### config.mk
export PLATFORM = sky130hd
export DESIGN_NAME = seg7_scan_ctrl
export DESIGN_NICKNAME = d
export VERILOG_FILES = /design/src/rtl/seg7_scan_ctrl.sv
export SDC_FILE = /design/constraint.sdc
export NUM_CORES = 1
export LEC_CHECK = 0
export CAP_MARGIN = 25
export CORE_AREA = 2 2 101 103
export CTS_BUF_LIST = sky130_fd_sc_hd__clkbuf_8
export DETAILED_ROUTE_END_ITERATION = 16
export DIE_AREA = 0 0 103 105
export GPL_ROUTABILITY_DRIVEN = 0
export GPL_TIMING_DRIVEN = 0
export PLACE_DENSITY = 0.67
export SKIP_LAST_GASP = 1
export SYNTH_ARGS = -nofsm -noshare
export SYNTH_HDL_FRONTEND = slang
export SYNTH_SLANG_ARGS = --single-unit
### constraint.sdc
create_clock -name Clk -period 3.91 [get_ports Clk]
set_input_delay 0.391 -clock Clk [delete_from_list [all_inputs] [get_ports Clk]]
set_output_delay 0.391 -clock Clk [all_outputs]
set_load 0.05 [all_outputs]
### src/rtl/seg7_scan_ctrl.sv
// Multiplexed 8-digit 7-segment scan controller with frame-synchronous value commit.
// Optional macro LEADING_ZERO_BLANK_EN blanks leading zero digits (digit 0 always shown).
module seg7_scan_ctrl #(
  parameter int unsigned CLK_DIV      = 100000,
  parameter int unsigned BLANK_CYCLES = 16,
  parameter int unsigned CNT_W        = 17
) (
  input  logic        Clk,
  input  logic        Rst_n,
  input  logic [31:0] Value,
  input  logic        Load,
  output logic        Pending,
  output logic        FrameDone,
  output logic [6:0]  out7,
  output logic [7:0]  en_out
);

  typedef enum logic {BLANK, SHOW} state_t;

  state_t            state, state_n;
  logic [CNT_W-1:0]  cnt, cnt_n;
  logic [2:0]        digit, digit_n;
  logic [31:0]       shown, shown_n, staged;
  logic              boundary;
  logic [6:0]        seg_n;
  logic [7:0]        en_n;

  function automatic logic [6:0] dec(input logic [3:0] n);
    logic [6:0] s;
    case (n)
      4'h0: s = 7'h01;  4'h1: s = 7'h4F;  4'h2: s = 7'h12;  4'h3: s = 7'h06;
      4'h4: s = 7'h4C;  4'h5: s = 7'h24;  4'h6: s = 7'h20;  4'h7: s = 7'h0F;
      4'h8: s = 7'h00;  4'h9: s = 7'h04;  4'hA: s = 7'h08;  4'hB: s = 7'h60;
      4'hC: s = 7'h31;  4'hD: s = 7'h42;  4'hE: s = 7'h30;  4'hF: s = 7'h38;
      default: s = 7'h7F;
    endcase
    return s;
  endfunction

  always_comb begin
    state_n  = state;
    cnt_n    = cnt + 1'b1;
    digit_n  = digit;
    boundary = 1'b0;
    case (state)
      BLANK: if (cnt == CNT_W'(BLANK_CYCLES - 1)) begin
        state_n = SHOW;
        cnt_n   = '0;
      end
      SHOW: if (cnt == CNT_W'(CLK_DIV - 1)) begin
        state_n  = BLANK;
        cnt_n    = '0;
        digit_n  = digit + 3'd1;
        boundary = (digit == 3'd7);
      end
      default: state_n = BLANK;
    endcase
  end

  // Outputs are decoded from next-state values so the registered outputs line up with state.
  always_comb begin
    shown_n = (boundary && Pending) ? staged : shown;
    en_n    = '1;
    seg_n   = '1;
    if (state_n == SHOW) begin
      en_n  = ~(8'b1 << digit_n);
      seg_n = dec(shown_n[{digit_n, 2'b00} +: 4]);
`ifdef LEADING_ZERO_BLANK_EN
      if (digit_n != 3'd0 && (shown_n >> {digit_n, 2'b00}) == 32'd0)
        seg_n = '1;
`endif
    end
  end

  always_ff @(posedge Clk or negedge Rst_n) begin
    if (!Rst_n) begin
      state     <= BLANK;
      cnt       <= '0;
      digit     <= '0;
      shown     <= '0;
      staged    <= '0;
      Pending   <= 1'b0;
      FrameDone <= 1'b0;
      out7      <= '1;
      en_out    <= '1;
    end else begin
      state     <= state_n;
      cnt       <= cnt_n;
      digit     <= digit_n;
      shown     <= shown_n;
      FrameDone <= boundary;
      out7      <= seg_n;
      en_out    <= en_n;
      // A Load coinciding with a boundary wins: the old staged value commits, the new one waits.
      if (Load) begin
        staged  <= Value;
        Pending <= 1'b1;
      end else if (boundary) begin
        Pending <= 1'b0;
      end
    end
  end

endmodule
==> After elaboration in Yosys (flattened, before gate mapping) <==
Memory sizes are Yosys's and may differ from the RTL's.
Index checks and enable logic that the tools add are counted.
{ "word_totals": {"ram_bits": 0, "memories": 1, "output_inout_bits": 17, "latch_bits": 0, "inputBits": 35, "word_cells": 36, "register_bits": 102, "romBits": 112} }
{ "mem_list": {"columns": ["name", "depth", "word_bits", "rd", "rd_clocked_by_memory_dff", "write_ports", "line_no", "rtl"], "rows": [
  ["(no name shown)", 16, 7, 1, 0, 0, "30", "case (n)"]
]} }
{ "classes": {"n_bitwise": 2, "div": 0, "n_addsub": 2, "eq_ne": 3, "n_shift": 2, "n_lt_le_gt_ge": 0, "reduce_logical": 2, "n_mul": 0, "mux": 15} }
{ "op_table": {"columns": ["operator", "n"], "rows": [
  ["2-to-1 mux 17 bit", 2],
  ["case mux 17 bit (2 select lines)", 1],
  ["2-to-1 mux 32 bit", 1],
  ["indexed part select 32 x 6 -> 4 bit", 1],
  ["adder 17 x 1 -> 17 bit (second input constant)", 1],
  ["equality test 17 bit (second input constant)", 1],
  ["equality test 17 x 4 -> 1 bit (second input constant)", 1],
  ["2-to-1 mux 8 bit", 1],
  ["inverter 8 bit", 1],
  ["left shift 1 x 3 -> 8 bit (first input constant)", 1],
  ["2-to-1 mux 7 bit", 1],
  ["2-to-1 mux 1 bit", 6],
  ["2-to-1 mux 3 bit", 2],
  ["adder 3 x 1 -> 3 bit (second input constant)", 1],
  ["equality test 3 bit (second input constant)", 1],
  ["case mux 1 bit (2 select lines)", 1],
  ["nonzero test 2 bit", 1],
  ["logical AND 1 bit", 1],
  ["inverter 1 bit", 1]
]} }

==> Depth between registers and ports, before layout <==
An unclocked memory read counts as a cell.
{ "depth": {"depth_word": 8, "depth_mapped": 16} }

==> Least setup slack after synthesis <==
No wires, ideal clock.
{ "synth_path": {"path_type": "reg-to-reg", "startpoint": "register cnt[0]", "endpoint": "register out7[3]", "setup_ps": 87, "synth_period_minus_slack_ps": 3198, "setup_slack_ps": 712, "required_time_ps": 3823, "t_arrival_ps": 3111, "stages_incl_launch_ff": 17, "n_path_buf": 3, "path_cell_list": "dfrtp_1 > ha_1 > nand4_2 > nor3_2 > nand3_4 > buf_6 > buf_6 > buf_6 > mux2i_1 > o221a_2 > a2bb2oi_1 > o21bai_1 > inv_1 > ha_1 > o211a_1 > a311oi_1 > o21ai_1"} }
{ "synth_between": {"elab_chain_cells": 8, "word_cells_on_any_way": 14} }
{ "synth_lines": {"columns": ["item", "line_no", "rtl"], "rows": [
  ["from (decl)", "21", "logic [CNT_W-1:0] cnt, cnt_n;"],
  ["from (signal assigned)", "88", "cnt <= cnt_n;"],
  ["equality test 17 bit", "50", "SHOW: if (cnt == CNT_W'(CLK_DIV - 1)) begin"],
  ["2-to-1 mux 1 bit", "50", null],
  ["2-to-1 mux 1 bit", "45", "case (state)"],
  ["logical AND 1 bit", "62", "shown_n = (boundary && Pending) ? staged : shown;"],
  ["2-to-1 mux 32 bit", "62", null],
  ["indexed part select 32 x 6 -> 4 bit", "67", "seg_n = dec(shown_n[{digit_n, 2'b00} +: 4]);"],
  ["memory read (16 x 7 bit)", null, null],
  ["2-to-1 mux 7 bit *", "65", "if (state_n == SHOW) begin"],
  ["named net seg_n[3]", "25", "logic [6:0] seg_n;"],
  ["to (signal assigned)", "92", "out7 <= seg_n;"],
  ["to (decl)", "14", "output logic [6:0] out7,"]
]} }
Mark *: on every way through the listed nets, which the timed path passes. The rest lies on a longest branch.
A chain may end at the register's enable or synchronous reset.

==> Final worst setup path <==
{ "layout_path": {"startpoint": "register cnt[0]", "endpoint": "register out7[3]"} }
{ "layout_between": {"word_cells_on_any_way": 14} }
{ "layout_rtl": {"columns": ["item", "line_no", "rtl"], "rows": [
  ["equality test 17 bit", "50", null],
  ["2-to-1 mux 3 bit", "50", null],
  ["2-to-1 mux 3 bit", "45", null],
  ["named net digit_n[1]", "22", "logic [2:0] digit, digit_n;"],
  ["indexed part select 32 x 6 -> 4 bit", "67", null],
  ["memory read (16 x 7 bit)", null, null],
  ["2-to-1 mux 7 bit", "65", null],
  ["named net seg_n[3]", "25", null]
]} }
The timed path passes the listed nets, and every way through them passes these cells.

==> reports/summary.txt <==
Number of diodes = 0
EDFF count, synth = 0
Max rail drop VDD = 0.180 mV
Critical path endpoint = out7[3]$_DFF_PN1_
Largest net degree at the start of global routing = 67
Post-DP HPWL = 6810 µm
H-tree depth = 3
Seq/Total Area, Yosys = 0.536
Worst-path maximum fanout = 10
DRT iter0 DRCs = 166
Hold Crit Start = cnt[0]$_DFF_PN0_
CTS clk-pin slew, worst paths = 0.10 ns
Final wirelength = 9230 µm
YS warnings = 0
Syn nets = 433
TritonCTS buffer count = 9
Share of cells above drive strength 1 = 0.263
Worst EP required = 4.20 ns
Setup_tns = 0 ns
Initial antenna violation count = 0
Register bit total from synthesis = 102
Final ANT Viol Nets = 0
CTS root buf = clkbuf_8
Outcome = finished, final reports clean
Setup slack, reg-to-reg = 0.21 ns
Fin area = 0.00571 mm²
Layout Skew = 0.0194 ns
Crit path DAT = 3.99 ns
Critical path start-end classification = reg2reg
FF-to-FF Start = cnt[0]$_DFF_PN0_
Number of remaining DRC errors = 0
P_leak = 2.72 nW
Final WS setup = 0.208 ns
Area of the core = 0.00964 mm²
Total power = 0.00186 W
Fill cells = 841
Initial core utilization = 0.498
Headroom to the max-slew limit = 0.540
Post-Synthesis Cells = 389
Setup violations, final = 0
Syn Std Cell Area = 0.00480 mm²
Min Tclk post-route = 3.70 ns
Number of global-route vias before repair = 3089
Synth-to-Final Area Change = 19.1%
Startpoint types = flip-flop
Clock sink count = 102
Worst hold slack = 0.488 ns
FF-to-FF End = out7[3]$_DFF_PN1_
Die Footprint = 0.0108 mm²
IO Pins = 52
TritonCTS clock tree = yes
Slew @ Worst Pin = 0.686 ns
Router iterations before antenna repair = 4
Cell Rows = 36
Routed len/inst = 15.6 µm
Post-synth ARST share = 1.00
Die W = 103 µm
Pwr dens = 327 mW/mm²
Congestion Overflow GR = 0
Top cell type's share of synthesized area = 0.454
Nets@finish = 496
Max-cap violations = 0
All-Layer GR Usage = 0.182
Vias = 3117
Synth cell types = 61
Worst Setup End Kind = flip-flop
Clk_lat worst skew = 0.38 ns
Hold crit path type = reg2reg
DR vias/cell = 5.28
Ys flop type = dfrtp_1
Reg2Reg Depth = 15
Multi-input logic area = 0.00203 mm²
Origin of the worst setup path = cnt[0]$_DFF_PN0_
Fin crit share = 0.947
Avg Synthesized Cell Area = 12.3 µm²
DP Area = 0.00549 mm²
IO Port Bufs = 50
Slew Limit Fails = 0
Leading area contributor after synthesis = dfrtp_1
Top post-synthesis cells by area = dfrtp_1 (45%), mux2_2 (11%), dfstp_2 (8.2%), mux2i_1 (3.5%), ha_1 (2.3%)
Post-CTS setup buffers = 0
Die height = 105 µm
First-pass GRT wire length = 15400 µm
FMAX = 0.270 GHz
Worst-case clock buffer depth = 2
Final hold violation count = 0
Reg area = 0.00257 mm²
Pre-CTS setup slack = 0.0230 ns
[Yosys cell counts (3+ instances only)]
library cell  count
a21boi_0          3
a21oi_1           4
xor2_1            8
nor2_1           18
inv_1            22
dfrtp_1          87
mux2i_1          17
and3_1            9
nor2_2            3
nor3_1            4
o21ai_0           8
nand2_1          27
o21ai_1           3
nand4_1           6
inv_2             3
o22ai_1           3
a31oi_1           3
ha_1              9
xnor2_1           7
nand3_1          16
and2_1            4
nor4_1            3
dfstp_2          15
mux2_2           48
buf_1             3
buf_6             6
a311oi_1          3
o221ai_1          5
[critical path, cell delays in order, from the launching register on]
cell and delay (ns):
dfrtp_1 0.40, ha_1 0.23, nand4_2 0.24, nor3_4 0.33, buf_4 0.23, nand4_1 0.20, and2_1 0.27, inv_2 0.15
mux2_2 0.34, o22ai_1 0.15, or2_4 0.19, inv_2 0.07, ha_1 0.27, o211a_1 0.17, a311oi_1 0.27, o21ai_1 0.11
[how the worst min path moves through the flow]
stage	end	cells after the start
after detailed placement	cnt[13]$_DFF_PN0_	1
after global placement	shown[10]$_DFF_PN0_	2
after CTS	cnt[0]$_DFF_PN0_	1
after global routing	staged[2]$_DFFE_PN0P_	2
final	cnt[0]$_DFF_PN0_	1
after floorplan	FrameDone$_DFF_PN0_	0
[layer usage]
metal  track usage  wire (µm)
met5             0          0
met4        0.0489        130
met3        0.0368        315
met2         0.287       4470
met1         0.258       4310
[what timing repair did]
action,4_1_cts,5_1_grt
gates resized for setup,1,3
hold endpoints to repair,36,0
hold buffers,1,0
cloned,0,0
pin swaps,0,0
endpoints found under the setup margin,1,2
[through the flow]
| stage | utilization | cells |
|---|---|---|
| 3_3_place_gp | 0.567 | 572 |
| 5_1_grt | 0.593 | 590 |
| 6_report | 0.593 | 590 |
| 4_1_cts | 0.592 | 590 |
| 2_1_floorplan | - | 389 |
| 3_5_place_dp | 0.569 | 573 |
[cell usage in the layout, fill, tap and decap left out, drive strengths merged, types with 3 or more instances in the layout]
cell type and n:
xor2 8, and3 9, o221ai 6, and2 4, a21boi 3, mux2i 18
a31oi 3, dfrtp 87, a21oi 5, clkbuf 11, buf 15, mux2 49
o21ai 11, xnor2 7, ha 9, clkdlybuf4s50 49, o22ai 4, inv 29
nor2 21, o211ai 3, a311oi 3, dfstp 15, nor4 6, nand3 18
nor3 6, nand2 27, or2 3, nand4 7
[logic make-up after synthesis]
family | synth area share
compound gates | 0.0921
xor+xnor | 0.0274
fa+ha+maj | 0.0235
buf+inv | 0.0428
flops | 0.536
mux | 0.156
simple gates | 0.122
[registers in the layout (all words and copies together) (netlist names)]
name,cells
shown,32
staged,32
cnt,17
en_out,8
out7,7
digit,3
FrameDone,1
Pending,1
state,1
[cell type report]
class | count | share of cell area
tap | 133 | 0.0291
inverter | 25 | 0.0164
multi-input combinational | 247 | 0.356
sequential | 102 | 0.450
buffer | 15 | 0.0195
clock buffer | 9 | 0.0217
clock inverter | 7 | 0.0131
timing repair buffer | 52 | 0.0938
[power breakdown]
group	internal, W	total (W)	switching, W
sequential	0.00109	0.00111	0.0000183
combinational	0.0000620	0.000102	0.0000397
clock	0.000251	0.000657	0.000406
total	0.00140	0.00186	0.000464
Note: power is estimated with default switching activity, not from simulation.
